[config.mk]
export PLATFORM = sky130hd
export DESIGN_NAME = flag_ctrl_flat
export DESIGN_NICKNAME = d
export VERILOG_FILES = /design/src/rtl/flag_ctrl_if.sv /design/src/rtl/flag_ctrl.sv /design/src/flat_wrapper.sv
export SDC_FILE = /design/constraint.sdc
export NUM_CORES = 1
export LEC_CHECK = 0
export ABC_AREA = 1
export BUFFER_PORTS_ARGS = -buffer_cell sky130_fd_sc_hd__buf_4
export CAP_MARGIN = 0
export CORE_ASPECT_RATIO = 1.75
export CORE_UTILIZATION = 45
export CTS_BUF_LIST = sky130_fd_sc_hd__clkbuf_16
export CTS_CLUSTER_SIZE = 12
export DETAILED_ROUTE_END_ITERATION = 6
export HOLD_SLACK_MARGIN = 0.12
export PLACE_DENSITY = 0.66
export SYNTH_ARGS = -nofsm -noshare
export SYNTH_HDL_FRONTEND = slang
export SYNTH_SLANG_ARGS = --single-unit
[constraint.sdc]
create_clock -name clk -period 4.1 [get_ports clk]
set_clock_uncertainty 0.05 [all_clocks]
set_input_delay 0.205 -clock clk [delete_from_list [all_inputs] [get_ports clk]]
set_output_delay 0.205 -clock clk [all_outputs]
set_load 0.1 [all_outputs]
[src/rtl/flag_ctrl_if.sv]
// Bundle of ALU-flag, stack-control, condition and status signals for flag_ctrl.
// The slave modport is the controller's view; master is the driver's view.
interface flag_ctrl_if #(
  parameter int PW = 2
);
  logic          Z_in, C_in, N_in, O_in;
  logic [3:0]    upd_mask;
  logic          push;
  logic          pop;
  logic [3:0]    cond;
  logic          err_clr;
  logic          Z, C, N, O;
  logic          cond_true;
  logic [PW:0]   depth;
  logic          full, empty;
  logic          ovf_err, unf_err;

  modport master (
    output Z_in, C_in, N_in, O_in, upd_mask, push, pop, cond, err_clr,
    input  Z, C, N, O, cond_true, depth, full, empty, ovf_err, unf_err
  );

  modport slave (
    input  Z_in, C_in, N_in, O_in, upd_mask, push, pop, cond, err_clr,
    output Z, C, N, O, cond_true, depth, full, empty, ovf_err, unf_err
  );
endinterface

[src/rtl/flag_ctrl.sv]
// Z/C/N/O status flag controller: per-flag write enables, a save/restore
// stack for exception entry/return, and branch condition evaluation.
module flag_ctrl #(
  parameter int DEPTH = 4,
  parameter int PW    = $clog2(DEPTH)
) (
  input  logic        clk,
  input  logic        asyn_n_rst,
  flag_ctrl_if.slave  bus
);

  typedef enum logic [3:0] {
    CC_EQ, CC_NE, CC_CS, CC_CC, CC_MI, CC_PL, CC_VS, CC_VC,
    CC_HI, CC_LS, CC_GE, CC_LT, CC_GT, CC_LE, CC_AL, CC_NV
  } cond_e;

  localparam logic [PW:0] FULL_LVL = DEPTH[PW:0];
  localparam logic [PW:0] ONE      = {{PW{1'b0}}, 1'b1};

  // Flags are packed {Z,C,N,O} everywhere, matching upd_mask bit order.
  logic [3:0]  flags_q, flags_d;
  logic [3:0]  stack_q [DEPTH];
  logic [PW:0] depth_q;
  logic [PW:0] depth_m1;
  logic        ovf_q, unf_q;

  logic        full, empty;
  logic        push_ok, pop_ok;
  logic        ovf_set, unf_set;
  logic [3:0]  flags_in;

  assign full     = (depth_q == FULL_LVL);
  assign empty    = (depth_q == '0);
  assign depth_m1 = depth_q - ONE;
  assign flags_in = {bus.Z_in, bus.C_in, bus.N_in, bus.O_in};

  // Simultaneous push and pop is treated as a no-op for the stack.
  assign push_ok = bus.push & ~bus.pop & ~full;
  assign pop_ok  = bus.pop  & ~bus.push & ~empty;
  assign ovf_set = bus.push & ~bus.pop & full;
  assign unf_set = bus.pop  & ~bus.push & empty;

  // NOTE: every always_comb output gets a default first so no path can leave it unassigned (no latch).
  always_comb begin
    flags_d = (flags_in & bus.upd_mask) | (flags_q & ~bus.upd_mask);
    if (pop_ok) flags_d = stack_q[depth_m1[PW-1:0]];
  end

  // NOTE: state registers use non-blocking assignments so all of them update from pre-edge values.
  always_ff @(posedge clk or negedge asyn_n_rst) begin
    if (!asyn_n_rst) begin
      flags_q <= '0;
      depth_q <= '0;
      ovf_q   <= 1'b0;
      unf_q   <= 1'b0;
    end else begin
      flags_q <= flags_d;
      if (push_ok)     depth_q <= depth_q + ONE;
      else if (pop_ok) depth_q <= depth_m1;
      // A same-cycle error outranks the clear.
      ovf_q <= ovf_set | (ovf_q & ~bus.err_clr);
      unf_q <= unf_set | (unf_q & ~bus.err_clr);
    end
  end

  // NOTE: the stack is a handful of flops, so it is reset like any other register rather than left as uninitialised memory.
  always_ff @(posedge clk or negedge asyn_n_rst) begin
    if (!asyn_n_rst) begin
      for (int i = 0; i < DEPTH; i++) stack_q[i] <= '0;
    end else if (push_ok) begin
      stack_q[depth_q[PW-1:0]] <= flags_q;
    end
  end

  always_comb begin
    bus.cond_true = 1'b0;
    unique case (cond_e'(bus.cond))
      CC_EQ: bus.cond_true =  flags_q[3];
      CC_NE: bus.cond_true = ~flags_q[3];
      CC_CS: bus.cond_true =  flags_q[2];
      CC_CC: bus.cond_true = ~flags_q[2];
      CC_MI: bus.cond_true =  flags_q[1];
      CC_PL: bus.cond_true = ~flags_q[1];
      CC_VS: bus.cond_true =  flags_q[0];
      CC_VC: bus.cond_true = ~flags_q[0];
      CC_HI: bus.cond_true =  flags_q[2] & ~flags_q[3];
      CC_LS: bus.cond_true = ~flags_q[2] |  flags_q[3];
      CC_GE: bus.cond_true = (flags_q[1] == flags_q[0]);
      CC_LT: bus.cond_true = (flags_q[1] != flags_q[0]);
      CC_GT: bus.cond_true = ~flags_q[3] & (flags_q[1] == flags_q[0]);
      CC_LE: bus.cond_true =  flags_q[3] | (flags_q[1] != flags_q[0]);
      CC_AL: bus.cond_true = 1'b1;
      CC_NV: bus.cond_true = 1'b0;
      default: bus.cond_true = 1'b0;
    endcase
  end

  assign {bus.Z, bus.C, bus.N, bus.O} = flags_q;
  assign bus.depth   = depth_q;
  assign bus.full    = full;
  assign bus.empty   = empty;
  assign bus.ovf_err = ovf_q;
  assign bus.unf_err = unf_q;

endmodule

[src/flat_wrapper.sv]
// flat-port wrapper written by rule: the top's interface ports become plain ports
module flag_ctrl_flat 
#(
  parameter int DEPTH = 4,
  parameter int PW    = $clog2(DEPTH)
)
  (clk, asyn_n_rst, bus_Z_in, bus_C_in, bus_N_in, bus_O_in, bus_upd_mask, bus_push, bus_pop, bus_cond, bus_err_clr, bus_Z, bus_C, bus_N, bus_O, bus_cond_true, bus_depth, bus_full, bus_empty, bus_ovf_err, bus_unf_err);
  flag_ctrl_if #(.PW(PW)) bus_i ();
  input  logic clk;
  input  logic asyn_n_rst;
  input wire logic [$bits(bus_i.Z_in)-1:0] bus_Z_in;
  input wire logic [$bits(bus_i.C_in)-1:0] bus_C_in;
  input wire logic [$bits(bus_i.N_in)-1:0] bus_N_in;
  input wire logic [$bits(bus_i.O_in)-1:0] bus_O_in;
  input wire logic [$bits(bus_i.upd_mask)-1:0] bus_upd_mask;
  input wire logic [$bits(bus_i.push)-1:0] bus_push;
  input wire logic [$bits(bus_i.pop)-1:0] bus_pop;
  input wire logic [$bits(bus_i.cond)-1:0] bus_cond;
  input wire logic [$bits(bus_i.err_clr)-1:0] bus_err_clr;
  output wire logic [$bits(bus_i.Z)-1:0] bus_Z;
  output wire logic [$bits(bus_i.C)-1:0] bus_C;
  output wire logic [$bits(bus_i.N)-1:0] bus_N;
  output wire logic [$bits(bus_i.O)-1:0] bus_O;
  output wire logic [$bits(bus_i.cond_true)-1:0] bus_cond_true;
  output wire logic [$bits(bus_i.depth)-1:0] bus_depth;
  output wire logic [$bits(bus_i.full)-1:0] bus_full;
  output wire logic [$bits(bus_i.empty)-1:0] bus_empty;
  output wire logic [$bits(bus_i.ovf_err)-1:0] bus_ovf_err;
  output wire logic [$bits(bus_i.unf_err)-1:0] bus_unf_err;
  assign bus_i.Z_in = bus_Z_in;
  assign bus_i.C_in = bus_C_in;
  assign bus_i.N_in = bus_N_in;
  assign bus_i.O_in = bus_O_in;
  assign bus_i.upd_mask = bus_upd_mask;
  assign bus_i.push = bus_push;
  assign bus_i.pop = bus_pop;
  assign bus_i.cond = bus_cond;
  assign bus_i.err_clr = bus_err_clr;
  assign bus_Z = bus_i.Z;
  assign bus_C = bus_i.C;
  assign bus_N = bus_i.N;
  assign bus_O = bus_i.O;
  assign bus_cond_true = bus_i.cond_true;
  assign bus_depth = bus_i.depth;
  assign bus_full = bus_i.full;
  assign bus_empty = bus_i.empty;
  assign bus_ovf_err = bus_i.ovf_err;
  assign bus_unf_err = bus_i.unf_err;
  flag_ctrl #(.DEPTH(DEPTH), .PW(PW)) u_core (.clk(clk), .asyn_n_rst(asyn_n_rst), .bus(bus_i));
endmodule
Yosys cells after proc, flatten, opt, wreduce, memory -nomap -nowiden
Index checks and enable logic that the tools add are counted.
{"block": "totals", "rom_bits": 0, "input_bits": 17, "latch_bits": 0, "mem_bits_rw": 0, "memories": 0, "wordCells": 74, "ff_bits": 25}
{"block": "classes", "mul": 0, "n_bitwise": 29, "shifts": 0, "magnitude_cmp": 3, "n_mux": 10, "n_eq_ne": 18, "div_mod_pow": 0, "n_reduce_logical": 4, "n_addsub": 2}
{"operator": "== test 4 bit (second input constant)", "n": 8}
{"operator": "bitwise mux 16 bit", "n": 1}
{"operator": "== test 4 x 3 -> 1 bit (second input constant)", "n": 4}
{"operator": "2-to-1 mux 4 bit", "n": 4}
{"operator": "case mux 1 bit (16 select lines)", "n": 1}
{"operator": "AND 1 bit", "n": 10}
{"operator": "NOT 1 bit", "n": 9}
{"operator": "AND 4 bit", "n": 2}
{"operator": "binary-select mux 4 bit (select 2 bit)", "n": 1}
{"operator": "demux 4 bit (select 2 bit)", "n": 1}
{"operator": "== test 4 x 2 -> 1 bit (second input constant)", "n": 2}
{"operator": ">= comparator 3 bit (second input constant)", "n": 2}
{"operator": "2-to-1 mux 3 bit", "n": 2}
{"operator": "NOT 2 -> 3 bit", "n": 2}
{"operator": "== test 4 x 1 -> 1 bit (second input constant)", "n": 1}
{"operator": "logical NOT 4 bit", "n": 1}
{"operator": "NOT 4 bit", "n": 1}
{"operator": "bitwise OR 1 bit", "n": 4}
{"operator": "bitwise OR 4 bit", "n": 1}
{"operator": "adder 3 x 1 -> 3 bit (second input constant)", "n": 1}
{"operator": "== test 3 bit (second input constant)", "n": 1}
{"operator": "logical NOT 3 bit", "n": 1}
{"operator": "less-than comparator 3 x 1 -> 1 bit (second input constant)", "n": 1}
{"operator": "subtractor 3 x 1 -> 3 bit (second input constant)", "n": 1}
{"operator": "4 further kinds", "n": 4}

Depth between registers and ports, before layout
Gate-level depths: netlist (run 1).
{"block": "depth", "ltp_word": 6, "mapped_depth": 10, "ltp_nobuf": 10}

Worst setup path before layout (run 1)
Ideal clock, no wire load.
{"block": "synth_timing", "path_type": "reg-to-reg", "startpoint": "register u_core.depth_q[0] (netlist: u_core.bus.depth[0])", "endpoint": "register u_core.depth_q[2] (netlist: u_core.bus.depth[2])", "arrival_ps": 3035, "n_path_buf": 1, "setup_time_ps": 135, "period_less_slack_ps": 3221, "slack_ps": 879, "path_stages_with_launch": 9, "cell_sequence": "dfrtp_1 -> buf_4 -> clkinv_1 -> ha_1 -> ha_1 -> nor3_4 -> nand2_2 -> o21ai_0 -> a32oi_1"}
{"block": "synth_via", "elab_chain_len": 4, "elab_cells_between_ends": 11, "cone_classes": "2 x add/sub; 1 x eq/ne; 2 x mux; 4 x bitwise; 2 x reduce/logical"}
{"element": "start, declared", "line_no": "flag_ctrl.sv:23", "text": "logic [PW:0] depth_q;"}
{"element": "start signal, assigned", "line_no": "flag_ctrl.sv:58", "text": "if (push_ok) depth_q <= depth_q + ONE;"}
{"element": "start signal, assigned", "line_no": "flag_ctrl.sv:59", "text": "else if (pop_ok) depth_q <= depth_m1;"}
{"element": "== test 3 bit (*)", "line_no": "flag_ctrl.sv:32", "text": "assign full = (depth_q == FULL_LVL);"}
{"element": "net bus_full", "line_no": "flat_wrapper.sv:26", "text": "output wire logic [$bits(bus_i.full)-1:0] bus_full;"}
{"element": "NOT 1 bit (*)", "line_no": "flag_ctrl.sv:38", "text": "assign push_ok = bus.push & ~bus.pop & ~full;"}
{"element": "AND 1 bit (*)", "line_no": "flag_ctrl.sv:38"}
{"element": "2-to-1 mux 3 bit / nonzero test 2 bit (equally long branches)"}
The timed path passes the listed nets; every way through them passes the cells marked *. The select of a mux whose other input is x is not followed.
A chain may end at the register's enable or synchronous reset.

Final worst setup path (run 1)
{"block": "layout_timing", "startpoint": "register u_core.depth_q[0] (netlist: u_core.bus.depth[0])", "endpoint": "register u_core.stack_q[9] (netlist bit)"}
{"block": "layout_via", "elab_chain_len": 6, "elab_cells_between_ends": 10, "cone_classes": "2 x order compare; 1 x eq/ne; 3 x mux; 3 x bitwise; 1 x reduce/logical"}
{"element": "NOT 2 -> 3 bit (implied by the code)", "line_no": "flag_ctrl.sv:71", "text": "stack_q[depth_q[PW-1:0]] <= flags_q;"}
{"element": ">= comparator 3 bit (implied by the code) / less-than comparator 3 x 1 -> 1 bit (equally long branches)", "line_no": "flag_ctrl.sv:71"}
{"element": "logical AND 1 bit (implied by the code)", "line_no": "flag_ctrl.sv:71"}
{"element": "2-to-1 mux 4 bit (implied by the code)", "line_no": "flag_ctrl.sv:71"}
{"element": "demux 4 bit (select 2 bit)", "line_no": "flag_ctrl.sv:71"}
{"element": "bitwise mux 16 bit", "line_no": "flag_ctrl.sv:71"}
{"element": "end signal, assigned by index", "line_no": "flag_ctrl.sv:71"}
{"element": "end, declared", "line_no": "flag_ctrl.sv:22", "text": "logic [3:0] stack_q [DEPTH];"}
Parallel ways exist; a longest one is shown, timed or not.

==> impl_metrics.yaml, run 1 <==
grt:
  antenna_found_initial: 0
  grt-ovfl-total: 0
  grt_first_pass_wirelength_mm: 5.678
  grt_usage_pct: 24.24
  grt_start_max_net_pins: 26
  grt_pass1_vias: 1251
routing:
  wl_mm: 3.486
  ant_nets: 0
  drc: 4
  wl_met1_mm: 1.231
  met2WireLength_mm: 2.094
  routed.top_layer: "met4"
  wl_met3_um: 71
  dr.pass1.iters: 6
  initialDrtViolationCount: 47
  vias: 1323
  route.detailed.wl_per_inst_um: 14.83
  vias_per_cell: 5.630
yosys:
  synthCells: 174
  synth_top_family_by_area: "simple AND/OR/NAND/NOR gates"
  syn-mean-instance-area_um2: 7.824
  yosysMostFrequentCell: "nand2_1"
  async_flop_share_pct: 100.0
  synthMuxAreaShare_pct: 0
  ys.flop_type: "dfrtp_1"
  synth_area_um2: 1361
  synth_simple_gate_area_share_pct: 31.07
  yosys.area.top_type: "dfrtp_1"
  ys_warn_count: 0
  synth_compound_area_share_pct: 11.58
  synthAdderAreaFrac_pct: 5.515
  yosysTopAreaCellShare_pct: 45.96
  synth.distinct_cells: 18
  syn-num-nets: 197
  synth-seq-area-share_pct: 45.96
  synthTopCellsByArea: "dfrtp_1, nand2_1, nand3_1"
  synth_xor_area_share_pct: 0.6434
  synth_edf_count: 0
  synth_commonest_cells: "nand2_1, nand3_1, dfrtp_1, o21ai_0, inv_1"
  ys_seq_elements: 25
sta:
  setup_tns_ns: 0
  fmax_mhz: 397.1
  fin_crit_sh_pct: 61.42
  rsz0062_at_grt: "no"
  max_slew.worst_pin.slew_ns: 0.4009
  final_max_slew_viol_count: 0
  setup_viol: 0
  period_needed_ns: 2.518
  hold_viol: 0
  slew_headroom_pct: 73.28
outcome:
  violations: "DRC"
  status: "finished, violations left"
place:
  dp_cells: 229
  port_buffers: 28
  gp_congestion: 0.8969
  post-dp-hpwl_mm: 2.712
worst_setup_path:
  cp_max_fo: 13
  arrival_ns: 2.62
  cp_data_required_time_ns: 4.20
  crit_path_end_kind: "flop"
  start_kind: "flop"
  crit_type: "flop to flop"
floorplan:
  core_um2: 2895
  die-area_um2: 3258
  start_util_pct: 47.02
  die_h_um: 74.76
  pin_count: 29
  die_x_um: 43.58
  num_rows: 26
clocking:
  cts.sinks: 25
  htreeDepth: 1
  clockRootBuffer: "clkbuf_16"
  path_clk_slew_ns: 0.06
  cts-resized-gates: 0
  cts_made_buffers: 3
  clockBufferDepth: 2
  clk_latency_ns: 0.26
  cts_tree: "done"
min_path:
  worst_hold_path_type: "primary input to flop"
finish:
  fin_util_pct: 58.64
  area_delta_synth_final_pct: 24.72
  diodes: 0
  fill_cells: 267
  stdcell_count: 235
  seq_area_um2: 625.6
  multi_input_area_um2: 664.4
  drive_gt1_share_pct: 16.43
  finish.net_count: 231
power_and_ir_drop:
  ir_drop_v: 0.0007024
  total_leakage_power_uw: 0.0008568
  powerDensity_nw_per_um2: 912.1
run:
  maxCapViolCount: 0
[cell type report]
type                       instances  share of cell area [%]
timing repair buffer              30                   13.56
multi-input combinational        131                   39.13
tap                               28                   2.063
inverter                          17                   3.758
sequential                        25                   36.85
clock buffer                       3                   4.422
clock inverter                     1                  0.2211
[critical path, cell delays in order, from the launching register on]
cell and delay [ns]:
dfrtp_1 0.58, clkinv_1 0.38, ha_1 0.35, ha_1 0.25, nor3_4 0.29, nand2_1 0.24
o21ai_0 0.27
[logic make-up (layout without fill, tap and decap cells)]
kind of cell | after synthesis | count (layout)
simple gates | 97 | 97
flops | 25 | 25
fa+ha+maj | 6 | 6
compound gates | 27 | 27
xor+xnor | 1 | 1
buf+inv | 18 | 51
[layer usage]
layer / GRT usage, % / vias to the layer above
li1: - / 651
met5: 0 / -
met3: 3.357 / 7
met1: 23.56 / 643
met2: 48.09 / 22
met4: 11.11 / 0
[final timing paths]
path / depth (start not counted) / startpoint / slack (ns) / to
worst max-delay path: 6 / u_core.bus.depth[0] / 1.58 / u_core.stack_q[9]
worst min-delay path: 2 / bus_upd_mask[0] / 0.17 / flop
worst max register to register: 6 / u_core.bus.depth[0] / 1.58 / u_core.stack_q[9]
worst min register to register: 2 / u_core.stack_q[4] / 0.44 / u_core.stack_q[4]
max in group asynchronous: 2 / asyn_n_rst / 3.43 / asynchronous set/reset pin
min in group asynchronous: 2 / asyn_n_rst / 0.33 / u_core.stack_q[11]
[power by group]
group | switching, uW | internal, uW | total [uW]
clock | 79.5 | 130 | 210
combinational | 675 | 223 | 898
sequential | 89.1 | 352 | 441
total | 844 | 705 | 1550
[through the flow]
step                      power (uW)  instance area (um2)  setup WS [ns]  hold WS (ns)
final                           1549                 1698          1.582        0.1666
after global routing            1643                 1698          1.349        0.1637
after CTS                       1553                 1698          1.602        0.1642
after detailed placement        1338                 1599          1.648       0.07294
after global placement          1325                 1599          1.796       0.06870
after floorplan                 1126                 1361         0.8794       -0.1406
[what timing repair did]
action,4_1_cts,5_1_grt
hold endpoints to repair,27,0
buffers inserted,0,0
hold buffers,2,0
[cell usage in the layout, fill, tap and decap left out]
master | Yosys | layout
nand4_1 | 1 | 1
nor3_4 | 1 | 1
clkinv_1 | 1 | 1
inv_1 | 16 | 17
o21ai_0 | 20 | 20
nand2_1 | 59 | 59
nand3_2 | 1 | 1
clkbuf_16 | 0 | 3
nor2_1 | 6 | 6
a32oi_1 | 1 | 1
buf_4 | 1 | 28
xor2_1 | 1 | 1
dlygate4sd3_1 | 0 | 2
a21oi_1 | 1 | 1
o311ai_0 | 4 | 4
nand2_2 | 1 | 1
dfrtp_1 | 25 | 25
o221ai_1 | 1 | 1
nand3_1 | 28 | 28
ha_1 | 6 | 6
(Power assumes the default switching activity.)
==> inputs of run 2 (changes only) <==
Clock period 4.1 ns to 2.63 ns, I/O delays scaled along.
==> run 2 against run 1 <==
Net effect: total power increased by 57%; highest routed layer unchanged; setup slack got worse by 1.1 ns; die area stayed put; the flow still finishes with violations (DRC); first-iteration DRC count rose by 83%; routed wire length rose by 4.4%; count of clock-buffer cells in the layout unchanged.
==> impl_metrics.yaml, run 2 (synthesized netlist as in run 1, its figures left out) <==
grt:
  antenna_found_initial: 0
  grt_pass1_vias: 1294
  grt-ovfl-total: 0
  grt_usage_pct: 24.99
  grt_start_max_net_pins: 26
  grt_first_pass_wirelength_mm: 5.996
routing:
  vias_per_cell: 5.391
  dr.pass1.iters: 6
  route.detailed.wl_per_inst_um: 14.98
  initialDrtViolationCount: 86
  vias: 1310
  wl_mm: 3.639
  ant_nets: 0
  drc: 6
sta:
  rsz0062_at_grt: "no"
  fmax_mhz: 456.1
  fin_crit_sh_pct: 83.36
  period_needed_ns: 2.192
  final_max_slew_viol_count: 0
  hold_ws_ns: 0.1262
  slew_headroom_pct: 77.08
  hold_viol: 0
  max_slew.worst_pin.slew_ns: 0.3395
  setup_viol: 0
place:
  post-dp-hpwl_mm: 2.739
  place_area_um2: 1605
  gp_congestion: 0.9048
  port_buffers: 28
clocking:
  clockRootBuffer: "clkbuf_16"
  cts.sinks: 25
  cts_tree: "done"
  path_clk_slew_ns: 0.06
  htreeDepth: 1
  post-cts-setup-buffers: 0
  clk_latency_ns: 0.25
  clockBufferDepth: 2
  cts_made_buffers: 3
  cts-resized-gates: 0
run:
  maxCapViolCount: 0
finish:
  fill_cells: 284
  diodes: 0
  multi_input_area_um2: 669.4
  finish.net_count: 239
  layout_common_cells: "nand2_1, nand3_1, buf_4"
  final_common_cell: "nand2_1"
  drive_gt1_share_pct: 17.21
  seq_area_um2: 626.9
  stdcell_area_um2: 1784
  area_delta_synth_final_pct: 31.07
power_and_ir_drop:
  p_seq_share_pct: 28.4
  switchingPower_uw: 1315
  pwr-share-clk_pct: 13.3
  powerDensity_nw_per_um2: 1360
  total_leakage_power_uw: 0.0008856
  comb_power_share_pct: 58.3
  ir_drop_v: 0.0008041
  switching_share_pct: 54.20
  intPower_uw: 1112
min_path:
  worst_hold_path_type: "primary input to flop"
worst_setup_path:
  cp_data_required_time_ns: 2.71
  start_kind: "flop"
  arrival_ns: 2.27
  crit_type: "flop to flop"
  cp_max_fo: 13
  crit_path_end_kind: "flop"
floorplan:
  core_um2: 2895
  die_h_um: 74.76
  num_rows: 26
  die_x_um: 43.58
  die-area_um2: 3258
  pin_count: 29
  start_util_pct: 47.02
outcome:
  status: "finished, violations left"
  violations: "DRC"
## run 2: final cells by class
| type | instances | share of cell area (%) |
|---|---|---|
| Clock inverter | 1 | 0.2104 |
| Inverter | 17 | 3.576 |
| Multi-Input combinational cell | 131 | 37.52 |
| Tap cell | 28 | 1.964 |
| Clock buffer | 3 | 4.208 |
| Sequential cell | 25 | 35.13 |
| Timing Repair Buffer | 38 | 17.39 |
## run 2: path summary, 6_finish.rpt
path,slack (ns),startpoint,endpoint,cells past startpoint
max,0.44,u_core.bus.depth[0],u_core.bus.depth[2],7
min,0.13,bus_pop,u_core.bus.unf_err,3
max reg2reg,0.44,u_core.bus.depth[0],u_core.bus.depth[2],7
min reg2reg,0.44,u_core.stack_q[4],u_core.stack_q[4],2
max in group asynchronous,2.00,asyn_n_rst,u_core.bus.depth[0],2
min in group asynchronous,0.27,asyn_n_rst,u_core.stack_q[6],2
## run 2: metrics by stage
| step | util (%) | power, uW | std cells | setup TNS (ns) | worst slack [ns] |
|---|---|---|---|---|---|
| after floorplan | - | 1766 | 174 | -0.007663 | -0.007663 |
| after global placement | 55.45 | 2076 | 229 | 0 | 0.4985 |
| after detailed placement | 55.45 | 2096 | 229 | 0 | 0.4609 |
| after CTS | 61.28 | 2439 | 242 | 0 | 0.4439 |
| after global routing | 61.62 | 2595 | 243 | 0 | 0.2018 |
| final | 61.62 | 2427 | 243 | 0 | 0.4376 |
## run 2: repair_timing
action | 4_1_cts | 5_1_grt
hold buffers | 9 | 1
hold endpoints to repair | 31 | 1
setup endpoints to repair | 0 | 0
## run 2: per-layer routing
layer	routed length, um	global-route usage, %	vias up	share of wire (%)
met1	1319	26.84	616	36
met2	2157	48.92	23	59
li1	-	-	665	-
met3	90	2.158	6	2.5
met5	0	0	-	0
met4	72	9.028	0	2.0
## run 2: critical path, stage by stage, from the launching register on
cell and delay, ns:
dfrtp_2 0.48, clkinv_1 0.28, ha_1 0.34, ha_2 0.21, nor3_4 0.27, nand2_2 0.18, o21ai_0 0.19, a32oi_1 0.07
## run 2: power by group through the flow
| stage | clock (uW) | combinational [uW] | sequential [uW] |
|---|---|---|---|
| after floorplan | 0 | 698 | 1070 |
| after global placement | 0 | 1390 | 690 |
| after detailed placement | 0 | 1400 | 694 |
| after CTS | 332 | 1420 | 688 |
| after global routing | 341 | 1540 | 717 |
| final | 323 | 1410 | 689 |
